==> config.mk <==
export PLATFORM = sky130hd
export DESIGN_NAME = encoder8_3_pend_seq
export DESIGN_NICKNAME = d
export VERILOG_FILES = /design/src/rtl/encoder8_3_pend_seq.sv
export SDC_FILE = /design/constraint.sdc
export NUM_CORES = 1
export LEC_CHECK = 0
export ABC_CLOCK_PERIOD_IN_PS = 5300
export BUFFER_PORTS_ARGS = -buffer_cell sky130_fd_sc_hd__buf_2
export CAP_MARGIN = 20
export CORE_MARGIN = 4
export CORE_UTILIZATION = 30
export CTS_BUF_LIST = sky130_fd_sc_hd__clkbuf_4 sky130_fd_sc_hd__clkbuf_8 sky130_fd_sc_hd__clkbuf_16
export CTS_CLUSTER_SIZE = 8
export DETAILED_ROUTE_END_ITERATION = 6
export PLACE_DENSITY = 0.53
export SYNTH_ARGS = -nofsm -noshare
export SYNTH_HDL_FRONTEND = slang
export SYNTH_SLANG_ARGS = --single-unit
==> constraint.sdc <==
create_clock -name clk -period 5.3 [get_ports clk]
set_clock_uncertainty 0.05 [all_clocks]
set_input_delay 0.795 -clock clk [delete_from_list [all_inputs] [get_ports clk]]
set_output_delay 0.795 -clock clk [all_outputs]
set_load 0.01 [all_outputs]
==> src/rtl/encoder8_3_pend_seq.sv <==
// Sequential 8-to-3 priority encoder: captures rising edges on D0..D7 into a
// pending register and hands them out one at a time, highest index first.
//
// state | meaning
// IDLE  | no code presented (valid=0); load as soon as anything is pending
// HOLD  | code on A,B,C is valid; held until ack, then reload or go idle
module encoder8_3_pend_seq (
  input  logic       clk,
  input  logic       rst_n,
  input  logic       en,
  input  logic       D0,
  input  logic       D1,
  input  logic       D2,
  input  logic       D3,
  input  logic       D4,
  input  logic       D5,
  input  logic       D6,
  input  logic       D7,
  input  logic       ack,
  input  logic       ovf_clr,
  output logic       A,
  output logic       B,
  output logic       C,
  output logic       valid,
  output logic [3:0] pend_cnt,
  output logic       ovf
);

  typedef enum logic {IDLE = 1'b0, HOLD = 1'b1} state_t;

  state_t     state_q, state_nxt;
  logic [7:0] d_vec, d_q, rise, cap;
  logic [7:0] pending, pending_nxt, load_mask;
  logic [2:0] sel_idx, code_q;
  logic [3:0] cnt_nxt;
  logic       load, ovf_set;

  assign d_vec = {D7, D6, D5, D4, D3, D2, D1, D0};
  assign rise  = d_vec & ~d_q;
  assign cap   = en ? rise : 8'h00;

  // Ascending scan, so the last hit is the highest pending index.
  always_comb begin
    sel_idx = 3'd0;
    for (int i = 0; i < 8; i++) begin
      if (pending[i]) sel_idx = i[2:0];
    end
  end

  always_comb begin
    state_nxt = state_q;
    load      = 1'b0;
    case (state_q)
      IDLE: begin
        if (|pending) begin
          load      = 1'b1;
          state_nxt = HOLD;
        end
      end
      HOLD: begin
        if (ack) begin
          if (|pending) load = 1'b1;
          else          state_nxt = IDLE;
        end
      end
      default: state_nxt = IDLE;
    endcase
  end

  // A fresh capture on the bit being loaded survives: set beats clear.
  always_comb begin
    load_mask   = load ? (8'h01 << sel_idx) : 8'h00;
    pending_nxt = (pending & ~load_mask) | cap;
    ovf_set     = |(cap & pending & ~load_mask);
    cnt_nxt     = 4'd0;
    for (int i = 0; i < 8; i++) begin
      cnt_nxt = cnt_nxt + {3'b000, pending_nxt[i]};
    end
  end

  always_ff @(posedge clk or negedge rst_n) begin
    if (!rst_n) begin
      state_q  <= IDLE;
      d_q      <= 8'h00;
      pending  <= 8'h00;
      code_q   <= 3'd0;
      pend_cnt <= 4'd0;
      ovf      <= 1'b0;
    end else begin
      state_q  <= state_nxt;
      d_q      <= d_vec;
      pending  <= pending_nxt;
      pend_cnt <= cnt_nxt;
      if (load) code_q <= sel_idx;
      if (ovf_set)      ovf <= 1'b1;
      else if (ovf_clr) ovf <= 1'b0;
    end
  end

  assign valid     = (state_q == HOLD);
  assign {A, B, C} = code_q;

endmodule
==> PnR_summary.wiki, run 1 <==
{| class="wikitable"
! Metric !! Value
|-
| Area added between synthesis and finish || 17.0%
|-
| Switching power || 0.000214 W
|-
| Total Routed Length || 2470 um
|-
| Avg Synthesized Cell Area || 11.3 um^2
|-
| Total routing usage reported by global routing || 10.8%
|-
| Switching Fraction || 35.5%
|-
| Setup repair after global routing missed its margin || no
|-
| Core Area || 3740 um^2
|-
| DP Wirelength || 1920 um
|-
| Final GP Congestion || 0.827
|-
| Vias in the first global route || 890
|-
| Routed vias || 860
|-
| Sequential cell fraction of total power || 43.0%
|-
| Antenna cells || 0
|-
| Net count of the mapped netlist || 125
|-
| Number of port buffers || 21
|-
| Number of standard cells in the final layout excluding fillers || 175
|-
| Fraction of power consumed by the clock network || 19.4%
|-
| Gate count of the mapped netlist || 105
|-
| Count of filler cells inserted in the layout || 396
|-
| H-tree depth || 1
|-
| Maximum number of buffers from clock root to sink || 2
|-
| Cell breakdown of the critical path || nor4_4 > o2111ai_2 > o31ai_1 > nand2_1 > fa_1 > fa_1 > inv_1 > fa_1 > inv_1 > ha_1 > inv_1 > fa_1 > xnor2_1
|-
| Sum of negative setup slack || 0 ns
|-
| Post-layout net count || 148
|-
| Floorplan die height || 71.0 um
|-
| Final count of negative-setup-slack endpoints || 0
|-
| Number of cells after detailed placement || 171
|-
| Clock insertion delay at the later pin of the skew report || 0.26 ns
|-
| Initial detailed-routing violation count || 17
|-
| DRC errors left || 0
|-
| Slew HR || 62.8%
|-
| Io pins || 22
|-
| Crit share post-route || 75.7%
|-
| Pins over their slew limit || 0
|-
| Leak pwr || 0.633 nW
|-
| Yosys warning total || 0
|-
| Worst supply voltage drop on vdd || 225 uV
|-
| Top cell by count, worst path || fa_1
|-
| Grt ovf || 0
|-
| CP arrival || 4.12 ns
|-
| Slew at the pin with the worst max-slew slack || 0.558 ns
|-
| Int Pwr || 0.000390 W
|-
| Largest net degree at the start of global routing || 26
|-
| Delay of the slowest critical-path stage || 0.52 ns
|-
| Outcome || finished clean
|-
| Min Clock Period, post-route || 4.01 ns
|-
| Iteration count of the initial detailed-routing pass || 4
|-
| Die extent in x || 71.0 um
|-
| CTS tree || built
|-
| Largest fanout of any net on the critical path || 8
|-
| Pwr/cell area || 433 nW/um^2
|-
| Hold violation count in the final report || 0
|-
| Initial Utilization || 31.8%
|-
| Endpoint type of the worst setup path || flip-flop
|-
| Fmax || 249 MHz
|-
| Classification of the worst-slack hold path || flip-flop to flip-flop
|-
| Proportion of synthesized chip area in sequential cells || 52.5%
|-
| Number of buffers added by the clock tree synthesis step || 3
|-
| Total of hold buffers inserted after clock tree synthesis || 0
|-
| Maximum Capacitance Violations || 0
|-
| Data required time of the worst path || 5.41 ns
|-
| Share of layout cells above drive strength 1 || 22.0%
|-
| Die footprint || 5040 um^2
|-
| Number of enable-type register cells in the synthesized netlist || 0
|-
| Mean number of vias per cell || 4.91
|-
| Resized cells post-CTS || 0
|-
| Global-route wire length before repair || 4330 um
|-
| Remaining antenna violation count after routing || 0
|-
| Cell type of the slowest stage on the worst timing path || fa_1
|-
| Initial antenna violation count || 0
|-
| Number of buffers inserted by post-CTS setup repair || 0
|-
| Post-synthesis cell type count || 36
|-
| Wire per inst || 14.1 um
|-
| Kind of launch point of the worst setup path || flip-flop
|-
| Synthesized flop and latch total || 25
|-
| Post-synthesis async set-or-reset flop share || 100%
|-
| Clock net sink count || 25
|-
| Worst hold margin || 0.452 ns
|-
| Clock-pin transition on the worst setup and hold timing paths || 0.08 ns
|-
| Root buffer selected by CTS || clkbuf_8
|-
| Ys flop type || dfrtp_1
|-
| Comb pwr share || 37.7%
|-
| Mapped Area || 1190 um^2
|-
| Std cell rows || 22
|-
| Worst Setup Path Type || flip-flop to flip-flop
|}
cell families (layout without fill, tap and decap cells):
| family | Yosys count | count (layout) | share of synthesized area, % |
|---|---|---|---|
| flip-flops | 25 | 25 | 52.5 |
| XOR/XNOR | 1 | 1 | 0.735 |
| buffers and inverters | 18 | 40 | 5.99 |
| adder cells (fa/ha/maj) | 7 | 7 | 9.87 |
| AO/OA/AOI/OAI | 28 | 28 | 16.9 |
| AND/OR/NAND/NOR | 26 | 26 | 14.0 |
placed cells by master, fill, tap and decap left out, drive strengths merged:
master,instances
and4b,1
a41o,1
ha,3
nand3,1
fa,4
nand2b,2
nor4bb,1
a2111o,1
buf,22
nor2b,2
a31oi,1
o21ai,8
nand2,6
dfrtp,25
nor3,1
a21oi,4
o21a,1
o21bai,1
xnor2,1
inv,14
a32oi,1
nor4,2
o41ai,1
a2bb2oi,1
a32o,1
and3b,1
o311ai,1
a211oi,2
nor2,4
nand3b,5
clkbuf,4
o2111ai,2
o31ai,2
power groups by stage:
| stage | clock [W] | sequential [W] | combinational [W] |
|---|---|---|---|
| after floorplan | 0 | 0.000267 | 0.000151 |
| after global placement | 0 | 0.000263 | 0.000226 |
| after detailed placement | 0 | 0.000263 | 0.000232 |
| after CTS | 0.000121 | 0.000260 | 0.000235 |
| after global routing | 0.000130 | 0.000266 | 0.000274 |
| final | 0.000117 | 0.000260 | 0.000227 |
final timing paths:
kind,to,slack [ns],startpoint,cells past startpoint
worst max-delay path,pend_cnt[2]$_DFF_PN0_,1.29,pending[7]$_DFF_PN0_,13
worst min-delay path,code_q[1]$_DFFE_PN0N_,0.45,code_q[1]$_DFFE_PN0N_,1
worst max register to register,pend_cnt[2]$_DFF_PN0_,1.29,pending[7]$_DFF_PN0_,13
worst min register to register,code_q[1]$_DFFE_PN0N_,0.45,code_q[1]$_DFFE_PN0N_,1
max in group asynchronous,d_q[6]$_DFF_PN0_,4.36,rst_n,1
min in group asynchronous,code_q[2]$_DFFE_PN0N_,0.46,rst_n,1
final cells by class:
class / instances / area, um^2 / share of cell area [%]
inverters: 14 / 52.6 / 3.77
well taps: 48 / 60.1 / 4.31
flip-flops and latches: 25 / 626 / 44.9
repair buffers: 22 / 113 / 8.08
multi-input cells: 62 / 494 / 35.5
clock buffers: 4 / 48.8 / 3.50
metrics by stage:
step	utilization [%]	instance area [um^2]	power (W)	setup slack, ns
6_report	37.2	1390	0.000604	1.29
5_1_grt	37.2	1390	0.000670	1.06
2_1_floorplan	-	1190	0.000418	1.47
3_3_place_gp	35.9	1350	0.000489	1.16
3_5_place_dp	35.9	1350	0.000495	1.08
4_1_cts	37.2	1390	0.000616	1.27
synthesized netlist by cell type (all sizes together), types with 2 or more instances:
library cell	number	area (um^2)
dfrtp	25	626
inv	14	52.6
o21ai	8	40.0
nand2	6	22.5
nand3b	5	37.5
a21oi	4	20.0
fa	4	80.1
nor2	4	15.0
ha	3	37.5
a211oi	2	15.0
buf	2	10.0
clkbuf	2	8.75
nand2b	2	12.5
nor2b	2	12.5
nor4	2	27.5
o2111ai	2	23.8
o31ai	2	15.0
routing by layer:
| layer | part of all wire, % | global-route usage (%) | vias up |
|---|---|---|---|
| li1 | - | - | 415 |
| met3 | 4.1 | 2.56 | 6 |
| met5 | 0 | 0 | - |
| met1 | 46 | 13.8 | 423 |
| met4 | 2.0 | 4.80 | 0 |
| met2 | 48 | 17.2 | 16 |
critical path: cells and delay by family (launching register included):
kind                     cells  cell delay [ns]
buffers and inverters        3             0.18
XOR/XNOR                     1             0.14
adder cells (fa/ha/maj)      5             2.01
AO/OA/AOI/OAI                2             0.47
AND/OR/NAND/NOR              2             0.55
flip-flops                   1             0.49
flip-flops by register name (all words and copies together), names as in the netlist:
| signal | count |
|---|---|
| code_q | 3 |
| ovf | 1 |
| pending | 8 |
| valid | 1 |
| pend_cnt | 4 |
| d_q | 8 |
Power figures use the tool's default switching activity.
==> inputs of run 2 (changes only) <==
- ABC_AREA: not set -> 1
- ABC_CLOCK_PERIOD_IN_PS: 5300 -> 3880
- clock period: 5.3 -> 3.88 ns (I/O delays scaled with it)
==> run 2 against run 1 <==
Setup slack worse by 1.0 ns. Combinational power is 120% higher. Cell count is 23% higher. Clock power is 38% higher. Final area is 5.2% higher. Via count is 8.8% higher. Critical endpoint is now pend_cnt[1]$_DFF_PN0_. Largest cell class unchanged. Largest power group is now combinational logic.
==> PnR_summary.wiki, run 2 <==
{| class="wikitable"
! Metric !! Value
|-
| Number of buffers inserted by post-CTS setup repair || 0
|-
| Kind of launch point of the worst setup path || flip-flop
|-
| Clock net sink count || 25
|-
| Cell taking the most area after synthesis || dfrtp_1
|-
| Count of filler cells inserted in the layout || 431
|-
| Top cells by area, synth || dfrtp_1 (50%), nand2_1 (11%), fa_1 (6.4%), inv_1 (5.7%), nor2_1 (5.7%)
|-
| Largest net degree at the start of global routing || 26
|-
| Area occupied by registers || 626 um^2
|-
| Pwr/cell area || 700 nW/um^2
|-
| Vias in the first global route || 1010
|-
| Adder-cell share of the synthesized area || 9.47%
|-
| Endpoint type of the worst setup path || flip-flop
|-
| Mapped Area || 1240 um^2
|-
| Post-Route Utilization || 36.7%
|-
| Number of buffers added by the clock tree synthesis step || 3
|-
| Maximum number of buffers from clock root to sink || 2
|-
| Sum of negative setup slack || 0 ns
|-
| Remaining antenna violation count after routing || 0
|-
| Routed vias || 936
|-
| Resized cells post-CTS || 0
|-
| Data required time of the worst path || 4.00 ns
|-
| Power Total || 0.00103 W
|-
| Avg Synthesized Cell Area || 8.87 um^2
|-
| Final GP Congestion || 0.771
|-
| Hold violation count in the final report || 0
|-
| Dominant combinational cell family by area after synthesis || simple AND/OR/NAND/NOR gates
|-
| Ys flop type || dfrtp_1
|-
| Share of layout cells above drive strength 1 || 24.7%
|-
| Critical R2R Launch || pending[7]$_DFF_PN0_
|-
| Xor-xnor portion of the synthesized cell area || 0.705%
|-
| Top flop regs || d_q (8), pending (8), pend_cnt (4)
|-
| Area fraction in and, or, nand and nor cells after synthesis || 27.2%
|-
| Total Routed Length || 2530 um
|-
| Clock-pin transition on the worst setup and hold timing paths || 0.09 ns
|-
| Proportion of synthesized chip area in sequential cells || 50.4%
|-
| Leak pwr || 0.758 nW
|-
| Setup repair after global routing missed its margin || no
|-
| Combined area of the multi-input logic cells || 531 um^2
|-
| Post-layout net count || 187
|-
| Largest fanout of any net on the critical path || 5
|-
| Fraction of power consumed by the clock network || 15.8%
|-
| Slew at the pin with the worst max-slew slack || 0.561 ns
|-
| Min Clock Period, post-route || 3.59 ns
|-
| Net count of the mapped netlist || 160
|-
| Reg2Reg Capture Point || pend_cnt[1]$_DFF_PN0_
|-
| Number of port buffers || 21
|-
| Sequential cell fraction of total power || 36.0%
|-
| Classification of the worst-slack hold path || input pin to async pin
|-
| Portion of netlist area occupied by mux cells || 1.21%
|-
| Worst hold margin || 0.243 ns
|-
| Antenna cells || 0
|-
| Post-synthesis cell type count || 20
|-
| Worst reg2reg path depth || 17
|-
| Setup WS pre-CTS || 0.0442 ns
|-
| Int Pwr || 0.000619 W
|-
| Post-synthesis async set-or-reset flop share || 100%
|-
| Synthesized-area fraction occupied by ao, oa, aoi and oai cells || 4.13%
|-
| Total routing usage reported by global routing || 11.1%
|-
| Initial Utilization || 31.1%
|-
| Crit share post-route || 92.5%
|-
| Outcome || finished clean
|-
| Most used standard cells in the synthesized netlist || nand2_1 (35), dfrtp_1 (25), inv_1 (19), nor2_1 (19), nand3_1 (10)
|-
| Worst Setup Path Type || flip-flop to flip-flop
|-
| DP Wirelength || 2040 um
|-
| Floorplan die height || 72.4 um
|-
| Grt ovf || 0
|-
| Clock insertion delay at the later pin of the skew report || 0.27 ns
|-
| Most frequent cell after synthesis || nand2_1
|-
| Worst supply voltage drop on vdd || 435 uV
|-
| Gate count of the mapped netlist || 140
|-
| Slew HR || 62.6%
|-
| Area share of the largest cell type after synthesis || 50.4%
|-
| Crit path setup slack, layout || 0.292 ns
|-
| Yosys warning total || 0
|-
| Std cell rows || 23
|-
| H-tree depth || 1
|-
| Root buffer selected by CTS || clkbuf_8
|-
| Reg-to-reg setup timing slack || 0.29 ns
|-
| Most frequent standard cell in the layout excluding fill and tap cells || nand2_1
|-
| Fmax || 279 MHz
|-
| Core Area || 4000 um^2
|-
| Global-route wire length before repair || 4530 um
|-
| Final count of negative-setup-slack endpoints || 0
|-
| Area added between synthesis and finish || 18.0%
|-
| Synthesized flop and latch total || 25
|-
| Switching Fraction || 39.6%
|-
| Total of hold buffers inserted after clock tree synthesis || 0
|-
| Initial detailed-routing violation count || 69
|-
| Io pins || 22
|-
| Wire per inst || 11.7 um
|-
| Mean number of vias per cell || 4.33
|-
| Iteration count of the initial detailed-routing pass || 4
|-
| DRC errors left || 0
|-
| Comb pwr share || 48.2%
|-
| Initial antenna violation count || 0
|-
| Die footprint || 5240 um^2
|-
| Maximum Capacitance Violations || 0
|-
| Leading cell types in the layout, fill and taps excluded || nand2_1 (35), dfrtp_1 (25), buf_2 (21)
|-
| Die extent in x || 72.4 um
|-
| CP arrival || 3.71 ns
|-
| CTS tree || built
|-
| Pins over their slew limit || 0
|-
| Switching power || 0.000407 W
|-
| Number of enable-type register cells in the synthesized netlist || 0
|}
## run 2: changes by cell type after synthesis, sizes merged, moves of 3 or more
cell    before  now
inv         14   23
nand2        6   38
nand3        1   12
nand3b       5    0
nor2         4   23
o21ai        8    5
## run 2: power groups by stage
stage	clock network, W	logic (W)	registers, W
floorplan	0	0.000348	0.000387
global placement	0	0.000480	0.000374
detailed placement	0	0.000504	0.000375
CTS	0.000172	0.000510	0.000371
global route	0.000179	0.000581	0.000379
finish	0.000162	0.000495	0.000370
## run 2: cells by family (layout without fill, tap and decap cells)
| family | Yosys count | count (layout) |
|---|---|---|
| AOI/OAI and AO/OA | 9 | 9 |
| and+or+nand+nor | 74 | 74 |
| muxes | 1 | 1 |
| adders and majority gates | 7 | 7 |
| DFF | 25 | 25 |
| buffers and inverters | 23 | 49 |
| xor gates and xnor gates | 1 | 1 |
## run 2: final cells by class
class / instances / share of cell area [%]
flip-flops and latches: 25 / 42.7
multi-input cells: 92 / 36.2
well taps: 50 / 4.27
repair buffers: 22 / 7.68
inverters: 23 / 5.89
clock buffers: 4 / 3.33
## run 2: worst max-delay path by stage
stage	depth (start not counted)	end	startpoint
5_1_grt	15	pend_cnt[2]$_DFF_PN0_	pending[6]$_DFF_PN0_
3_3_place_gp	17	pend_cnt[1]$_DFF_PN0_	ack
4_1_cts	17	pend_cnt[2]$_DFF_PN0_	pending[7]$_DFF_PN0_
6_report	17	pend_cnt[1]$_DFF_PN0_	pending[7]$_DFF_PN0_
2_1_floorplan	16	pend_cnt[2]$_DFF_PN0_	ack
3_5_place_dp	17	pend_cnt[2]$_DFF_PN0_	ack
## run 2: stage by stage
step | cells | area, um^2
floorplan | 140 | 1240
global placement | 212 | 1420
detailed placement | 212 | 1420
CTS | 216 | 1470
global route | 216 | 1470
finish | 216 | 1470
## run 2: routing by layer
layer | GRT usage (%) | share of wire [%] | vias up
li1 | - | - | 481
met1 | 13.8 | 46 | 435
met2 | 17.9 | 48 | 16
met3 | 3.05 | 4.5 | 4
met4 | 5.01 | 1.7 | 0
met5 | 0 | 0 | -
## run 2: critical path, stage by stage (launching register included)
cell and delay (ns):
dfrtp_1 0.42, inv_2 0.11, nand2_1 0.09, nor2_4 0.11, nand3_2 0.08, inv_2 0.07, nand3_1 0.10, nand2_1 0.08
nand2_1 0.08, fa_1 0.48, fa_1 0.49, inv_1 0.05, fa_1 0.44, inv_1 0.07, ha_1 0.17, inv_1 0.06
fa_1 0.48, inv_1 0.04
